--- src/rtl/c432_campaign_ctrl.sv ---
// Fault-injection campaign sequencer for the registered c432 wrapper.
// Streams LFSR vectors to golden/faulty copies and tallies output mismatches.
module c432_campaign_ctrl #(
    parameter int IN_W  = 36,
    parameter int OUT_W = 7,
    parameter int CNT_W = 32,
    parameter int LAT   = 2
) (
    input  logic             clk,
    input  logic             rst_n,
    input  logic             start,
    input  logic [CNT_W-1:0] num_vectors,
    input  logic [IN_W-1:0]  seed,
    output logic [IN_W-1:0]  vec_out,
    output logic             fault_en,
    input  logic [OUT_W-1:0] golden_in,
    input  logic [OUT_W-1:0] faulty_in,
    output logic             busy,
    output logic             done,
    output logic [CNT_W-1:0] err_count,
    output logic [CNT_W-1:0] first_err_idx,
    output logic [OUT_W-1:0] first_err_syn
);

    typedef enum logic [1:0] {S_IDLE, S_RUN, S_DRAIN, S_DONE} state_t;

    state_t                      state_q, state_d;
    logic [IN_W-1:0]             vec_q, vec_d;
    logic [CNT_W-1:0]            vec_cnt_q, vec_cnt_d;
    logic [CNT_W-1:0]            num_q, num_d;
    logic [7:0]                  drn_q, drn_d;
    logic [LAT-1:0]              tv_q, tv_d;
    logic [LAT-1:0][CNT_W-1:0]   ti_q, ti_d;
    logic [CNT_W-1:0]            err_q, err_d;
    logic [CNT_W-1:0]            fidx_q, fidx_d;
    logic [OUT_W-1:0]            fsyn_q, fsyn_d;

    logic accept;
    logic last_vec;
    logic [OUT_W-1:0] syn;

    assign accept   = (state_q == S_IDLE) && start;
    assign last_vec = (vec_cnt_q == num_q - CNT_W'(1));
    assign syn      = golden_in ^ faulty_in;

    always_ff @(posedge clk or negedge rst_n) begin
        if (!rst_n) begin
            state_q <= S_IDLE;
        end else begin
            state_q <= state_d;
        end
    end

    always_comb begin
        state_d = state_q;
        unique case (state_q)
            S_IDLE:  if (start) state_d = (num_vectors == '0) ? S_DONE : S_RUN;
            S_RUN:   if (last_vec) state_d = S_DRAIN;
            S_DRAIN: if (drn_q == 8'(LAT - 1)) state_d = S_DONE;
            S_DONE:  state_d = S_IDLE;
            default: state_d = S_IDLE;
        endcase
    end

    always_comb begin
        busy = (state_q == S_RUN) || (state_q == S_DRAIN);
        fault_en = busy;
        done = (state_q == S_DONE);
    end

    always_comb begin
        vec_d     = vec_q;
        vec_cnt_d = vec_cnt_q;
        num_d     = num_q;
        drn_d     = drn_q;
        err_d     = err_q;
        fidx_d    = fidx_q;
        fsyn_d    = fsyn_q;
        tv_d[0]   = (state_q == S_RUN);
        ti_d[0]   = vec_cnt_q;
        for (int i = 1; i < LAT; i++) begin
            tv_d[i] = tv_q[i-1];
            ti_d[i] = ti_q[i-1];
        end
        if (tv_q[LAT-1] && (golden_in != faulty_in)) begin
            if (err_q != '1) err_d = err_q + CNT_W'(1);
            if (err_q == '0) begin
                fidx_d = ti_q[LAT-1];
                fsyn_d = syn;
            end
        end
        if (state_q == S_RUN) begin
            vec_cnt_d = vec_cnt_q + CNT_W'(1);
            drn_d     = '0;
            // The final vector stays on vec_out through DRAIN and IDLE.
            if (!last_vec) vec_d = {vec_q[IN_W-2:0], vec_q[IN_W-1] ^ vec_q[24]};
        end
        if (state_q == S_DRAIN) drn_d = drn_q + 8'd1;
        if (accept) begin
            vec_cnt_d = '0;
            num_d     = num_vectors;
            err_d     = '0;
            fidx_d    = '1;
            fsyn_d    = '0;
            if (num_vectors != '0) vec_d = (seed == '0) ? IN_W'(1) : seed;
        end
    end

    always_ff @(posedge clk or negedge rst_n) begin
        if (!rst_n) begin
            vec_q     <= '0;
            vec_cnt_q <= '0;
            num_q     <= '0;
            drn_q     <= '0;
            tv_q      <= '0;
            ti_q      <= '0;
            err_q     <= '0;
            fidx_q    <= '1;
            fsyn_q    <= '0;
        end else begin
            vec_q     <= vec_d;
            vec_cnt_q <= vec_cnt_d;
            num_q     <= num_d;
            drn_q     <= drn_d;
            tv_q      <= tv_d;
            ti_q      <= ti_d;
            err_q     <= err_d;
            fidx_q    <= fidx_d;
            fsyn_q    <= fsyn_d;
        end
    end

    assign vec_out       = vec_q;
    assign err_count     = err_q;
    assign first_err_idx = fidx_q;
    assign first_err_syn = fsyn_q;

endmodule

--- config.mk ---
export PLATFORM = sky130hd
export DESIGN_NAME = c432_campaign_ctrl
export DESIGN_NICKNAME = d
export VERILOG_FILES = /design/src/rtl/c432_campaign_ctrl.sv
export SDC_FILE = /design/constraint.sdc
export NUM_CORES = 1
export LEC_CHECK = 0
export CORE_ASPECT_RATIO = 0.8
export CORE_MARGIN = 5
export CORE_UTILIZATION = 55
export CTS_CLUSTER_SIZE = 8
export DETAILED_ROUTE_END_ITERATION = 10
export PLACE_DENSITY = 0.82
export SLEW_MARGIN = 25
export SYNTH_ARGS = -nofsm -noshare
export SYNTH_HDL_FRONTEND = slang
export SYNTH_SLANG_ARGS = --single-unit
--- constraint.sdc ---
create_clock -name clk -period 4.4 [get_ports clk]
set_clock_uncertainty 0.05 [all_clocks]
set_input_delay 1.32 -clock clk [delete_from_list [all_inputs] [get_ports clk]]
set_output_delay 1.32 -clock clk [all_outputs]
set_load 0.05 [all_outputs]
== Yosys cells after proc, flatten, opt, wreduce, memory -nomap -nowiden ==
Cells that the tools add are included.
W data, S select, Z words.
Word-level totals
  input bits: 85
  logic and storage cells: 66
  register bits: 247
  memories kept: 0
  bits in latches: 0
  bits in writable memories: 0
  memory bits (read-only): 0
Cells by class
  shifts and indexed selects: 0
  div/mod/pow operators: 0
  reduce and logical (&&, ||, !) cells: 16
  mux-type cells: 23
  order comparisons: 0
  equal/unequal tests: 10
  $add $sub $neg: 4
  bitwise logic cells: 2
  $mul: 0
Operators by type and width (count)
  $mux W32: 8
  $mux W36: 5
  $add A32 B1 Y32 const B: 2
  $logic_not A32 Y1: 2
  $logic_not A36 Y1: 1
  $eq A32 B32 Y1: 1
  $ne A32 B32 Y1 const B: 1
  $reduce_bool A32 Y1: 1
  $sub A32 B1 Y32 const B: 1
  $mux W7: 3
  $mux W8: 2
  $reduce_bool A2 Y1: 5
  $add A8 B1 Y8 const B: 1
  $eq A8 B1 Y1 const B: 1
  $mux W2: 4
  $pmux W2 S4: 1
  $ne A7 B7 Y1: 1
  $xor A7 B7 Y7: 1
  $eq A2 B2 Y1 const B: 2
  $ne A2 B2 Y1 const B: 2
  $reduce_and A2 Y1: 2
  $reduce_and A3 Y1: 1
  $eq A2 B1 Y1 const B: 1
  $logic_and A1 B1 Y1: 2
  4 further kinds: 4

== Logic depth before layout (Yosys ltp) ==
  depth after elaboration: 6
  depth in mapped cells: 12
  gate-level depth less buffers: 10

== Worst setup path before layout ==
No wires, ideal clock.
  path type: input to register
  from: in golden_in[1]
  to: reg err_q[27] (netlist: err_count[27])
  arrival: 2.977 ns
  stages on the path: 8
  required time: 4.218 ns
  setup time: 0.132 ns
  slack: 1.241 ns
  cells stage by stage: xnor2_1 -> nand4_1 -> o31ai_1 -> a31o_2 -> a211oi_1 -> nand4_1 -> xor2_1 -> nor2_1
Between the ends
  cells in the longest elaborated chain, start to end: 4
RTL lines
  start: declaration: RTL line 16  | input logic [OUT_W-1:0] golden_in,
  $ne A7 B7 Y1: RTL line 85  | if (tv_q[LAT-1] && (golden_in != faulty_in)) begin
  $logic_and A1 B1 Y1: RTL line 85
  $reduce_bool A2 Y1 (no source line)
  $reduce_and A2 Y1 (no source line)
  end signal: assignment: RTL line 127  | err_q <= err_d;
  end: declaration: RTL line 34  | logic [CNT_W-1:0] err_q, err_d;
No other way between the ends.
A chain may end at the register's enable or synchronous reset.

== Final worst setup path ==
  from: reg state_q[0]
  to: out busy
Between the ends
  cells in the longest elaborated chain, start to end: 2
  elaborated cells between the ends (all ways): 3
  classes of those cells: 2 x eq/ne; 1 x reduce/logical
RTL lines
  start: declaration: RTL line 27  | state_t state_q, state_d;
  start signal: assignment: RTL line 50  | state_q <= state_d;
  $eq A2 B1 Y1 / $eq A2 B2 Y1 (equally long branches): RTL line 66  | busy = (state_q == S_RUN) || (state_q == S_DRAIN);
  $logic_or A1 B1 Y1 (*): RTL line 66
  end: declaration: RTL line 18  | output logic busy,
Every way passes the cells marked *; elsewhere a longest branch is shown, timed or not.

==> results.sh <==
export IMPL_multi_input_area_um2=4850
export IMPL_p_clk_share_pct=23.3
export IMPL_finalCritPeriodShare_pct=88.6
export IMPL_worst_pin_slew_ns=0.884
export IMPL_intPower_w=0.00614
export IMPL_hpwlAfterDp_mm=20.2
export IMPL_path_buf_inv=2
export IMPL_max_stage_delay_ns=0.90
export IMPL_num_vias=9483
export IMPL_grt_pass1_vias=9491
export IMPL_final_cell_area_um2=14600
export IMPL_drtIter0Drc=871
export IMPL_dpl_instance_area_um2=13600
export IMPL_initial_core_util_pct=55.4
export IMPL_core_um2=20500
export IMPL_synth_seq_cells=247
export IMPL_netlist_area_um2=11400
export IMPL_synth_most_common_cell="dfrtp_1"
export IMPL_critPathLaunchType="flop"
export IMPL_irDropWorstVdd_mv=0.608
export IMPL_dr_pass1_iters=5
export IMPL_async_reset_ff_share_pct=100
export IMPL_root_buffer="clkbuf_16"
export IMPL_p_sw_w=0.00454
export IMPL_path_delay_family="buffers and inverters"
export IMPL_n_antenna_cell=0
export IMPL_holdWs_ns=0.289
export IMPL_grt_max_degree=103
export IMPL_power_leakage_nw=6.28
export IMPL_syn_inst=1145
export IMPL_grtUsageTotal_pct=24.8
export IMPL_worstPathMaxFanout=17
export IMPL_cts_tree="yes"
export IMPL_min_path_type="reg -> reg"
export IMPL_fin_crit_ns=3.90
export IMPL_power_density_nw_per_um2=730
export IMPL_synth_nets=1241
export IMPL_synth_ff_type="dfrtp_1"
export IMPL_die_height_um=139
export IMPL_endpoint_kind="primary output"
export IMPL_hold_start="ti_d[60]"
export IMPL_cts_path_max_buffers=3
export IMPL_crit_chain="inv_1 > ha_1 > clkdlybuf4s50_1"
export IMPL_cp_required_ns=3.03
export IMPL_cp_slowest_cell="clkdlybuf4s50_1"
export IMPL_grt_pass1_wl_mm=48.8
export IMPL_clk_pin_slew_ns=0.05
export IMPL_routed_wl_mm=29.4
export IMPL_yosys_top_cells_area="dfrtp_1 (47%), dfstp_2 (7.4%), nand2_1 (5.3%)"
export IMPL_switching_share_pct=42.5
export IMPL_layout_drive_gt1_share_pct=7.85
export IMPL_dieArea_um2=23700
export IMPL_dpl_worst_slack_ns=0.633
export IMPL_critPathArrivalTime_ns=2.53
export IMPL_setup_tns_final_ns=0
export IMPL_cts_resized=0
export IMPL_synth_top_area_share_pct=47.3
export IMPL_crit_type="reg -> out"
export IMPL_synth_commonest_cells="dfrtp_1 (215), nand2_1 (162), nor2_1 (131), xor2_1 (51), a21oi_1 (50)"
export IMPL_vias_per_cell=5.81
export IMPL_synth_edf_count=0
export IMPL_status="finished clean"
export IMPL_area_delta_synth_final_pct=28.7
export IMPL_cts_sinks=247
export IMPL_antenna_found_initial=0
export IMPL_slew_headroom_pct=40.5
export IMPL_ys_seq_area_share_pct=54.7
export IMPL_holdBufCountCts=0
export IMPL_register_area_um2=6220
export IMPL_fmax_mhz=256
export IMPL_fp_row_count=47
export IMPL_utilization_pct=71.3
export IMPL_wl_per_cell_um=18.0
export IMPL_cts_buffers=36
export IMPL_insertion_delay_ns=0.51
export IMPL_critPathLaunch="state_q[0]"
export IMPL_ios=195
export IMPL_maxCapViolations=0
export IMPL_pwr_share_seq_pct=33.7
export IMPL_rsz0062_at_grt="no"
export IMPL_yosysTopAreaCell="dfrtp_1"
export IMPL_grt_overflow_total=0
export IMPL_hold_viol=0
export IMPL_setup_viol=0
export IMPL_setup_ws_ns=0.501
export IMPL_drc=0
export IMPL_slew_violations=0
export IMPL_synthDistinctLibCells=62
export IMPL_htreeDepth=2
export IMPL_portBuffers=194
export IMPL_fillCellCount=1521
export IMPL_r2r_start="num_q[0]"
export IMPL_ant_nets=0
export IMPL_gp_congestion=0.885
export IMPL_die_w_um=171
export IMPL_combPwrFrac_pct=43.0
export IMPL_ys_warn_count=0
export IMPL_nets=1435
export IMPL_postCtsSetupBuffers=0
export IMPL_syn_avg_cell_area_um2=9.93
==> through the flow <==
stage / total power (W) / cells
2_1_floorplan: 0.00669 / 1145
3_3_place_gp: 0.00803 / 1570
3_5_place_dp: 0.00816 / 1570
4_1_cts: 0.0107 / 1632
5_1_grt: 0.0113 / 1632
6_report: 0.0107 / 1632
==> registers in the layout (all words and copies together) (netlist names) <==
register       flops
vec_out           36
err_count         32
first_err_idx     32
num_q             32
ti_d              32
ti_q              32
vec_cnt_q         32
drn_q              8
first_err_syn      7
state_q            2
tv_q               2
==> per-layer routing <==
| layer | track usage [%] | vias to the layer above | wire, µm |
|---|---|---|---|
| met1 | 36.9 | 4598 | 13000 |
| met4 | 6.43 | 0 | 550 |
| met3 | 5.84 | 56 | 2640 |
| met5 | 0 | - | 0 |
| li1 | - | 4428 | - |
| met2 | 37.1 | 401 | 13100 |
==> worst paths after layout <==
| path | slack (ns) | to | cells past startpoint |
|---|---|---|---|
| max reg2reg | 0.80 | vec_out[16] | 11 |
| max | 0.50 | busy | 3 |
| min in group asynchronous | 0.79 | ti_q[57] | 1 |
| max in group asynchronous | 2.52 | num_q[25] | 3 |
| min reg2reg | 0.29 | ti_q[60] | 0 |
| min | 0.29 | ti_q[60] | 0 |
==> cell families after synthesis <==
| family | count (synthesis) | synth area share [%] |
|---|---|---|
| buf+inv | 78 | 2.77 |
| mux | 37 | 3.26 |
| compound gates | 191 | 9.99 |
| flops | 247 | 54.7 |
| xor+xnor | 100 | 7.70 |
| simple gates | 481 | 20.4 |
| fa+ha+maj | 11 | 1.21 |
==> area by class of cell <==
type | count | area share [%]
clock buffers | 59 | 6.75
clock inverters | 3 | 0.325
inverters | 22 | 0.564
multi-input cells | 820 | 33.2
flip-flops and latches | 247 | 42.5
well taps | 269 | 2.30
repair buffers | 212 | 14.4
==> power by group through the flow <==
stage	sequential (W)	combinational, W	clock [W]
floorplan	0.00466	0.00203	0
finish	0.00359	0.00459	0.00249
detailed placement	0.00359	0.00457	0
CTS	0.00358	0.00460	0.00253
global placement	0.00357	0.00446	0
global route	0.00368	0.00494	0.00263
==> placed cells by master, fill, tap and decap left out, types with 22 or more instances in the layout <==
master	instances
a21oi_1	50
a31oi_1	38
clkbuf_1	23
clkbuf_16	36
clkdlybuf4s50_1	193
dfrtp_1	215
dfstp_2	32
mux2i_1	37
nand2_1	161
nand3_1	37
nor2_1	130
nor3_1	22
nor4_1	39
o21ai_0	29
o21ai_1	31
xnor2_1	49
xor2_1	51
(Power assumes the default switching activity.)
